$ cat src/rtl/tx_router_pkg.sv
// Shared definitions for the FT601 host-to-peripheral router and the RX arbiter.
//   - router FSM state encoding
//   - header word field positions
//   - peripheral count / destination field width shared across the path
package tx_router_pkg;

  localparam int DATA_W     = 32;
  localparam int NUM_PERIPH = 8;
  localparam int ADDR_W     = 3;
  localparam int LEN_W      = 8;
  localparam int CNT_W      = 16;

  // Header word layout: destination in the top bits, payload length in the low byte.
  localparam int DEST_MSB = 31;
  localparam int DEST_LSB = 29;
  localparam int LEN_MSB  = 7;
  localparam int LEN_LSB  = 0;

  typedef enum logic [1:0] {
    ST_IDLE    = 2'd0,
    ST_PAYLOAD = 2'd1,
    ST_DROP    = 2'd2
  } state_t;

endpackage

$ cat src/rtl/tx_router.sv
// tx_router: parses the FT601 read word stream into packets (header + N payload
// words) and steers payload words into the addressed peripheral's TX FIFO.
// Packets addressed to disabled (or non-existent) peripherals are consumed and
// counted so the stream stays framed.
//
// Ports:
//   clk, rst         clock, synchronous active-high reset
//   in_data/valid    word stream from the FT601 read path
//   in_ready         router accepts in_data this cycle
//   periph_enable    per-peripheral enable, sampled at header acceptance
//   tx_fifo_full     per-peripheral TX FIFO full flags
//   tx_fifo_wr_en    one-hot write strobe (same cycle as the accepted word)
//   tx_fifo_wdata    write data shared by all FIFOs (in_data pass-through)
//   active_dest      registered destination of the packet in progress
//   busy             registered, high while in PAYLOAD or DROP
//   drop_count       saturating count of dropped packets
//   drop_count_clr   synchronous clear of drop_count (wins over an increment)
//
// Handshake: a word transfers in any cycle where in_valid && in_ready; in_valid
// may be held with stable data while in_ready is low and nothing is consumed.
module tx_router #(
  parameter int DATA_W     = tx_router_pkg::DATA_W,
  parameter int NUM_PERIPH = tx_router_pkg::NUM_PERIPH,
  parameter int ADDR_W     = tx_router_pkg::ADDR_W,
  parameter int LEN_W      = tx_router_pkg::LEN_W,
  parameter int CNT_W      = tx_router_pkg::CNT_W
) (
  input  logic                  clk,
  input  logic                  rst,
  input  logic [DATA_W-1:0]     in_data,
  input  logic                  in_valid,
  output logic                  in_ready,
  input  logic [NUM_PERIPH-1:0] periph_enable,
  input  logic [NUM_PERIPH-1:0] tx_fifo_full,
  output logic [NUM_PERIPH-1:0] tx_fifo_wr_en,
  output logic [DATA_W-1:0]     tx_fifo_wdata,
  output logic [ADDR_W-1:0]     active_dest,
  output logic                  busy,
  output logic [CNT_W-1:0]      drop_count,
  input  logic                  drop_count_clr
);

  import tx_router_pkg::*;

  localparam int DEST_SPACE = 1 << ADDR_W;

  state_t              state;
  state_t              state_next;
  logic [LEN_W-1:0]    rem;
  logic                hs;
  logic [ADDR_W-1:0]   hdr_dest;
  logic [LEN_W-1:0]    hdr_len;
  logic                drop_inc;

  // Enable/full widened to the full destination space; unpopulated
  // destinations read as disabled so their packets are dropped.
  logic [DEST_SPACE-1:0] en_ext;
  logic [DEST_SPACE-1:0] full_ext;
  logic [DEST_SPACE-1:0] wr_ext;

  assign hdr_dest = in_data[DEST_MSB:DEST_LSB];
  assign hdr_len  = in_data[LEN_MSB:LEN_LSB];
  assign hs       = in_valid && in_ready;

  always_comb begin
    en_ext   = '0;
    full_ext = '0;
    en_ext[NUM_PERIPH-1:0]   = periph_enable;
    full_ext[NUM_PERIPH-1:0] = tx_fifo_full;
  end

  // State register
  always_ff @(posedge clk) begin
    if (rst) state <= ST_IDLE;
    else     state <= state_next;
  end

  // Next-state logic
  always_comb begin
    state_next = state;
    case (state)
      ST_IDLE: begin
        // Zero-length headers are no-ops and leave the FSM in IDLE.
        if (hs && hdr_len != '0)
          state_next = en_ext[hdr_dest] ? ST_PAYLOAD : ST_DROP;
      end
      ST_PAYLOAD, ST_DROP: begin
        if (hs && rem == LEN_W'(1)) state_next = ST_IDLE;
      end
      default: state_next = ST_IDLE;
    endcase
  end

  // Output logic: ready and write strobe are combinational so a full flag
  // stalls the host in the same cycle it rises and words land with 0 latency.
  always_comb begin
    in_ready = 1'b1;
    wr_ext   = '0;
    case (state)
      ST_PAYLOAD: begin
        in_ready            = ~full_ext[active_dest];
        wr_ext[active_dest] = in_valid & ~full_ext[active_dest];
      end
      default: begin
        in_ready = 1'b1;
        wr_ext   = '0;
      end
    endcase
  end

  assign tx_fifo_wr_en = wr_ext[NUM_PERIPH-1:0];
  assign tx_fifo_wdata = in_data;

  // Packet context: latched on header acceptance, rem counts down per word.
  always_ff @(posedge clk) begin
    if (rst) begin
      rem         <= '0;
      active_dest <= '0;
      busy        <= 1'b0;
    end else begin
      busy <= (state_next != ST_IDLE);
      if (hs) begin
        if (state == ST_IDLE) begin
          rem         <= hdr_len;
          active_dest <= hdr_dest;
        end else begin
          rem <= rem - LEN_W'(1);
        end
      end
    end
  end

  assign drop_inc = (state == ST_IDLE) && hs && (hdr_len != '0) && !en_ext[hdr_dest];

  always_ff @(posedge clk) begin
    if (rst || drop_count_clr)
      drop_count <= '0;
    else if (drop_inc && drop_count != '1)
      drop_count <= drop_count + CNT_W'(1);
  end

endmodule
$ cat config.mk
export PLATFORM = sky130hd
export DESIGN_NAME = tx_router
export DESIGN_NICKNAME = d
export VERILOG_FILES = /design/src/rtl/tx_router_pkg.sv /design/src/rtl/tx_router.sv
export SDC_FILE = /design/constraint.sdc
export NUM_CORES = 1
export LEC_CHECK = 0
export CORE_MARGIN = 4
export CORE_UTILIZATION = 40
export DETAILED_ROUTE_END_ITERATION = 6
export GPL_TIMING_DRIVEN = 0
export HOLD_SLACK_MARGIN = 0.05
export PLACE_DENSITY = 0.78
export SETUP_SLACK_MARGIN = 0.15
export SKIP_CTS_REPAIR_TIMING = 1
export SLEW_MARGIN = 20
export SYNTH_ARGS = -nofsm -noshare
export SYNTH_HDL_FRONTEND = slang
export SYNTH_SLANG_ARGS = --single-unit
$ cat constraint.sdc
create_clock -name clk -period 2.6 [get_ports clk]
set_clock_uncertainty 0.15 [all_clocks]
set_input_delay 0.52 -clock clk [delete_from_list [all_inputs] [get_ports clk]]
set_output_delay 0.52 -clock clk [all_outputs]
set_load 0.005 [all_outputs]
==> results_dict.tcl <==
set metrics [dict create \
    status "finished with violations" \
    failed_checks "negative setup slack" \
    crit_fanout 5 \
    cts.sinks 30 \
    track_usage_pct 19.24 \
    final_util_pct 66.24 \
    synth_cell_types 45 \
    crit_type "flip-flop to primary output" \
    cts.htree.levels 2 \
    synth_seq_cells 30 \
    clkPwrFrac_pct 29.0 \
    clk-insertion-delay-late_ns 0.28 \
    dieArea_um2 6503 \
    seq_area_frac_synth_pct 28.45 \
    grt_pass1_vias 2173 \
    period_share_pct 100.2 \
    cts_tree "done" \
    port_buffers 90 \
    slew_violations 0 \
    relSlewSlack_pct 66.50 \
    final_cell_area_um2 3383 \
    wl_um 6557 \
    syn_nets 321 \
    startpoint_type "flip-flop" \
    p_comb_share_pct 37.8 \
    grt_max_degree 11 \
    gp_congestion 0.8488 \
    drtIter0Drc 171 \
    clock_path_buffers 2 \
    hold_path_class "flip-flop to flip-flop" \
    internal_power_w 0.001102 \
    maxUsedRoutingLayer "met4" \
    met3_length_um 453 \
    setup_viol 1 \
    drcViolationCount 0 \
    n_antenna_cell 0 \
    ys.warnings.count 0 \
    critPathArrivalTime_ns 1.93 \
    required_ns 1.93 \
    p_leak_nw 1.461 \
    ios 113 \
    numCtsBuffers 5 \
    p_sw_w 0.0005022 \
    slowest_delay_ns 0.36 \
    grt_pass1_wl_um 9901 \
    routed-via-count 2340 \
    clk_pin_slew_worst_paths_ns 0.06 \
    wl_met1_um 2637 \
    core_area_um2 5107 \
    area_growth_pct 60.28 \
    viasPerCell 5.355 \
    nets 424 \
    rsz0062_at_grt "yes" \
    drv_cap 0 \
    pwr-share-seq_pct 33.2 \
    fp-row-count 26 \
    hold_viol_final 0 \
    setup.worst_path.end_class "primary output" \
    antenna_found_initial 0 \
    path_cells "buf_8 > mux2i_2 > o22ai_2 > nor3_4 > nand4_1 > buf_4 > nor3b_2 > buf_2" \
    powerDensity_nw_per_um2 474.0 \
    ant_nets 0 \
    drive_gt1_share_pct 22.34 \
    syn_area_um2 2111 \
    max_freq_ghz 0.3839 \
    dpl_worst_slack_ns -0.7376 \
    reg2reg_slack_ns 0.18 \
    overflow 0 \
    wl_per_cell_um 15.00 \
    fp.dieW_um 80.64 \
    place_hpwl_um 4718 \
    drt-pass1-iter-count 4 \
    peakVddDrop_mv 0.2569 \
    switching_share_pct 31.31 \
    crit_slowest_cell "dfxtp_4" \
    start_util_pct 41.33 \
    netlist_instances 263 \
    die_h_um 80.64 \
    routed-wl-met2_um 3401 \
    period_needed_ns 2.605 \
    avgSynthCellArea_um2 8.026 \
    dpl_cell_area_um2 3099 \
    setup_tns_ns -0.004734 \
    fin_ws_ns -0.004734 \
    worst_slew_pin_slew_ns 0.5025 \
    cts_root_buffer "clkbuf_8" \
]
[cell usage after synthesis]
library cell  count  area (um2)
and2_1            2       12.51
nor4_1            3       18.77
and3_4            1       11.26
o211ai_1          2       15.01
xnor2_1           5       43.79
o32ai_1           1       8.760
o31a_1            1       8.760
a32o_1            1       10.01
o311ai_0          3       26.28
o41ai_1           3       26.28
or3_1             9       56.30
nor2b_1           2       12.51
buf_1             1       3.750
o21ai_0          12       60.06
nor2_1           23       86.33
nand4b_1          2       17.52
nor3_1            8       40.04
mux2i_1           8       80.08
nand4_1           5       31.28
buf_2             6       30.03
o31ai_1           2       15.01
nand4_4           1       21.27
nand2_1          26       97.59
nand3_1           7       35.03
and3_1            2       12.51
a21oi_1          18       90.09
dfxtp_1          30       600.6
nor4b_1           4       35.03
or4_1             2       15.01
buf_4            32       240.2
xor2_1            1       8.760
inv_2             1       3.750
ha_1              6       75.07
a311oi_1          1       8.760
clkbuf_1          5       18.77
mux4_1            2       52.55
o22ai_1           3       18.77
inv_1             6       22.52
mux2i_4           1       22.52
nor3b_1           3       22.52
and4_1            3       26.28
or2_2             2       12.51
nand3b_1          2       15.01
nand2b_1          1       6.260
a22o_1            4       35.03
[state kept, by name (all words and copies together), names as in the netlist]
register / count
active_dest: 3
busy: 1
drop_count: 16
rem: 8
state: 2
[power groups by stage]
stage / logic, W / registers, W / clock network [W]
3_3_place_gp: 0.000537 / 0.000537 / 0
5_1_grt: 0.000660 / 0.000538 / 0.000497
2_1_floorplan: 0.000345 / 0.000533 / 0
6_report: 0.000607 / 0.000532 / 0.000464
3_5_place_dp: 0.000549 / 0.000538 / 0
4_1_cts: 0.000555 / 0.000528 / 0.000474
[layer usage]
layer / global-route usage (%) / up-vias
li1: - / 1130
met1: 23.33 / 1106
met5: 0 / -
met3: 3.587 / 8
met2: 33.69 / 96
met4: 6.757 / 0
[worst paths after layout]
kind,startpoint,end,depth (start not counted)
worst min register to register,rem[7],rem[7],2
worst min-delay path,rem[7],rem[7],2
worst max-delay path,active_dest[0],tx_fifo_wr_en[5],8
worst max register to register,active_dest[0],drop_count[10],9
[layout by cell type (no fill, tap or decap), types with 5 or more instances in the layout]
master | Yosys | final
o21ai_0 | 12 | 12
or3_1 | 9 | 9
xnor2_1 | 5 | 5
nand2_1 | 26 | 25
nand3_1 | 7 | 6
ha_1 | 6 | 6
clkbuf_8 | 0 | 5
clkbuf_1 | 5 | 7
dfxtp_1 | 30 | 29
nand4_1 | 5 | 5
nor3_1 | 8 | 5
dlymetal6s2s_1 | 0 | 20
buf_4 | 32 | 38
a21oi_1 | 18 | 16
mux2i_1 | 8 | 7
nor2_1 | 23 | 23
inv_1 | 6 | 6
clkdlybuf4s50_1 | 0 | 63
buf_2 | 6 | 5
[cell type report]
class	instances	area, um2
Buffer	44	324.1
Clock buffer	7	76.32
Clock inverter	1	30.03
Fill cell	466	1724
Inverter	7	26.28
Multi-Input combinational cell	182	1267
Sequential cell	30	604.3
Tap cell	70	87.58
Timing Repair Buffer	96	967.2
[stage by stage]
stage                power, W  std cells  hold slack, ns
floorplan           0.0008780        263          0.2993
global placement     0.001074        423          0.3144
detailed placement   0.001087        423          0.3207
CTS                  0.001556        431          0.3298
global route         0.001695        437          0.3511
finish               0.001604        437          0.3308
[cell families after synthesis]
logic type	after synthesis	synth area share, %
AOI/OAI and AO/OA	51	15.29
xor gates and xnor gates	6	2.490
adders and majority gates	6	3.557
buffers and inverters	51	15.12
DFF	30	28.45
muxes	11	7.350
and+or+nand+nor	108	27.74
[worst max-delay path, delay by kind of cell (launching register included)]
family,cells,cell delay (ns)
compound gates,1,0.11
buf+inv,3,0.44
flops,1,0.36
mux,1,0.22
simple gates,3,0.51
No activity file was read; power rests on OpenSTA's default activity.
==> RTL edit 1 (same settings) <==
Put one more register stage on the output `drop_count`, with the module's reset. The value now appears one clock later. The other outputs are not delayed to match.
--- a/src/rtl/tx_router.sv
+++ b/src/rtl/tx_router.sv
@@ -43,6 +43,8 @@
   import tx_router_pkg::*;
 
   localparam int DEST_SPACE = 1 << ADDR_W;
+
+  logic [CNT_W-1:0] drop_count_s0;
 
   state_t              state;
   state_t              state_next;
@@ -134,9 +136,17 @@
 
   always_ff @(posedge clk) begin
     if (rst || drop_count_clr)
+      drop_count_s0 <= '0;
+    else if (drop_inc && drop_count_s0 != '1)
+      drop_count_s0 <= drop_count_s0 + CNT_W'(1);
+  end
+
+  always_ff @(posedge clk) begin
+    if (rst) begin
       drop_count <= '0;
-    else if (drop_inc && drop_count != '1)
-      drop_count <= drop_count + CNT_W'(1);
+    end else begin
+      drop_count <= drop_count_s0;
+    end
   end
 
 endmodule
Function: changed (Yosys sat finds a counterexample within 4 cycles, from zero or initial values and one cycle with rst high).
==> RTL edit 1 against the original RTL <==
Clock power shrank 9.3%. Non-clock buffer count increased by 20. Routed wire length grew 20%. Maximum frequency rose by 1.9%. Worst setup slack improved by 0.050 ns. Final area rose by 20%. Largest power group is now registers. Hold slack improved by 0.0086 ns. Core utilization decreased by 2.1 points. Sequential cell count up 16. Global-route usage down 0.65 points. Synthesized cell count grew 20%. Area after synthesis grew 24%. Power grew 4.9%.
==> RTL edit 1: results (changes against the original RTL) <==
status: "complete, no violations"  # was complete, but fails checks
grt_use_met2: 0.337  # about the same
wl_met3_um: 619  # was 453 um
timing.rr.end: "drop_count_s0[15]"  # was drop_count[10]
wl_met1_mm: 3.12  # was 2.64 mm
avgRoutedWirePerCell_um: 15.5  # was 15.0 um
grt_pass1_wl_mm: 11.8  # was 9.90 mm
first_pass_iters: 5  # was 4
track_usage: 0.186  # was 0.192
critPathArrivalTime_ns: 1.89  # was 1.93 ns
wl_mm: 7.90  # was 6.56 mm
power.density_nw_per_um2: 413  # was 474 nW/um2
clkTransAtPathRegs_ns: 0.08  # was 0.06 ns
place_congestion: 0.874  # was 0.849
syn_nets: 374  # was 321
dpl-instance-area_um2: 3620  # was 3100 um2
grt_max_degree: 14  # was 11
worst_pin_slew_ns: 0.751  # was 0.503 ns
pre_cts_slack_ns: -0.836  # was -0.738 ns
seq_area_frac_synth: 0.351  # was 0.285
reg_top3: "drop_count x16, drop_count_s0 x16, rem x8"  # was drop_count x16, rem x8, active_dest x3
min_to: "rem[5]"  # was rem[7]
use_met3: 0.0406  # was 0.0359
cpPeakStageDelay_ns: 0.33  # was 0.36 ns
drtIter0Drc: 191  # was 171
netlist_top_cells_area: "dfxtp_1, buf_4, a21oi_1"  # was dfxtp_1, buf_4, nand2_1
layout-drive-gt1-share: 0.252  # was 0.223
min_from: "rem[5]"  # was rem[7]
intPower_uw: 1170  # was 1100 uW
r2r_setup_slack_ns: 0.16  # was 0.18 ns
p_clk_frac: 0.250  # was 0.290
insertion_delay_ns: 0.30  # was 0.28 ns
pg_seq_uw: 760  # was 532 uW
critPathTopFamily: "buffers and inverters"  # was simple AND/OR/NAND/NOR gates
syn_inst: 316  # was 263
leakage_uw: 0.00164  # was 0.00146 uW
synth_cell_types: 47  # was 45
==> RTL edit 1: changes by cell type in the layout (fill, tap and decap cells not counted), moves of 5 or more <==
cell	change
nor2b_1	+19
dfxtp_1	+14
nor2_1	-13
o31ai_1	+12
buf_4	+11
a21oi_1	+8
nand4_1	+8
or3_1	-8
or4_1	+7
mux2i_1	-6
nand3_1	+5
xnor2_1	-5
==> RTL edit 1: area by class of cell <==
| cell class | count | area [um2] | area share |
|---|---|---|---|
| tap | 77 | 96.3 | 0.0237 |
| inverter | 11 | 45.0 | 0.0111 |
| clock inverter | 2 | 10.0 | 0.00246 |
| timing repair buffer | 110 | 1080 | 0.265 |
| sequential | 46 | 925 | 0.227 |
| multi-input combinational | 209 | 1500 | 0.369 |
| clock buffer | 5 | 68.8 | 0.0169 |
| buffer | 50 | 347 | 0.0851 |
==> RTL edit 1: stage by stage <==
stage	setup TNS [ns]	utilization
floorplan	0	-
global placement	-12.06	0.570
detailed placement	-14.60	0.570
CTS	-9.17	0.583
global route	-0.0568	0.641
finish	0	0.641
==> RTL edit 1: logic make-up (layout without fill, tap and decap cells) <==
family / count (synthesis) / in the layout / synth area share
and+or+nand+nor: 119 / 119 / 0.259
AOI/OAI and AO/OA: 78 / 78 / 0.185
buffers and inverters: 61 / 178 / 0.136
DFF: 46 / 46 / 0.351
adders and majority gates: 6 / 6 / 0.0286
muxes: 6 / 6 / 0.0401
==> RTL edit 1: worst max path at each step <==
stage                              endpoint  slack, ns  depth (start not counted)
final                              in_ready       0.04                          7
after global routing       tx_fifo_wr_en[6]      -0.03                          8
after CTS                          in_ready      -0.93                          7
after detailed placement           in_ready      -0.84                          7
after global placement             in_ready      -0.83                          7
after floorplan           drop_count_s0[15]       0.24                          6
==> RTL edit 2 (config.mk and constraints unchanged) <==
Without the edit above. Set the package constant `DATA_W` to 64 (it was 32).
--- a/src/rtl/tx_router_pkg.sv
+++ b/src/rtl/tx_router_pkg.sv
@@ -4,7 +4,7 @@
 //   - peripheral count / destination field width shared across the path
 package tx_router_pkg;
 
-  localparam int DATA_W     = 32;
+  localparam int DATA_W     = 64;
   localparam int NUM_PERIPH = 8;
   localparam int ADDR_W     = 3;
   localparam int LEN_W      = 8;
Ports: changed (resized in_data and tx_fifo_wdata); port bits go from 113 to 177. The function was not compared with the original's and may differ.
==> RTL edit 2 against the original RTL <==
The run still ends with setup timing left. Sequential share of layout area shrank 3.0 points. Area after synthesis grew 11%. Power grew 5.1%. Final area grew 21%. Sequential cell count is the same. Combinational power grew 24%. Worst setup slack lost 0.10 ns. Count of clock-buffer cells in the layout is the same. Routed wire length grew 26%.
==> RTL edit 2: results (changes against the original RTL) <==
buf_share: 0.481  # was 0.382
setup_viol: 5  # was 1
first_pass_iters: 5  # was 4
wl_mm: 8.27  # was 6.56 mm
regArea_um2: 609  # was 604 um2
core_um2: 5610  # was 5110 um2
route.vias.total: 2670  # was 2340
viasPerCell: 5.16  # was 5.35
synthMuxAreaShare: 0.0660  # was 0.0735
use_met3: 0.0422  # was 0.0359
clkCellAreaFrac: 0.0223  # was 0.0314
r2r_setup_slack_ns: 0.20  # was 0.18 ns
pre_cts_slack_ns: -0.805  # was -0.738 ns
stdcell_area_um2: 4100  # was 3380 um2
fin_ws_ns: -0.104  # was -0.00473 ns
syn_inst: 295  # was 263
status: "complete, but fails checks"  # unchanged
r2r_cells: 10  # was 9
timing.rr.end: "drop_count[14]"  # was drop_count[10]
wl_met1_mm: 3.16  # was 2.64 mm
nFillCells: 435  # was 466
leakage_uw: 0.00181  # was 0.00146 uW
place_congestion: 0.876  # was 0.849
multi_input_area_um2: 1310  # was 1270 um2
placed_cells: 489  # was 423
hpwl_mm: 5.92  # was 4.72 mm
synth_fa_ha_area_frac: 0.0319  # was 0.0356
grt_use_met2: 0.347  # was 0.337
ir_drop_v: 0.000280  # was 0.000257 V
netlist_top_cells_area: "dfxtp_1, buf_4, nand2_1"  # unchanged
min_to: "rem[5]"  # was rem[7]
grt_pass1_vias: 2486  # was 2173
layout-drive-gt1-share: 0.301  # was 0.223
syn_nets: 385  # was 321
failed_checks: "setup timing"  # unchanged
r2r_start: "active_dest[2]"  # was active_dest[0]
[RTL edit 2: changes by cell type in the layout (fill, tap and decap cells not counted), moves of 2 or more]
cell,change
buf_4,+42
nor4b_1,-2
o311ai_0,-2
clkdlybuf4s50_1,+31
buf_2,+4
dfxtp_1,-2
[RTL edit 2: report_power, final]
part	switching, uW	internal (uW)	total [uW]
Clock	186	213	400
Combinational	331	421	751
Sequential	35.4	499	534
Total	552	1130	1680
[RTL edit 2: worst max-delay path by stage]
stage	startpoint	end	slack, ns	depth (start not counted)
floorplan	active_dest[0]	tx_fifo_wr_en[4]	0.26	6
global placement	tx_fifo_full[6]	tx_fifo_wr_en[3]	-0.72	7
detailed placement	tx_fifo_full[6]	tx_fifo_wr_en[4]	-0.81	7
CTS	tx_fifo_full[6]	tx_fifo_wr_en[4]	-0.82	7
global route	active_dest[0]	tx_fifo_wr_en[4]	-0.20	9
finish	active_dest[0]	tx_fifo_wr_en[4]	-0.10	9
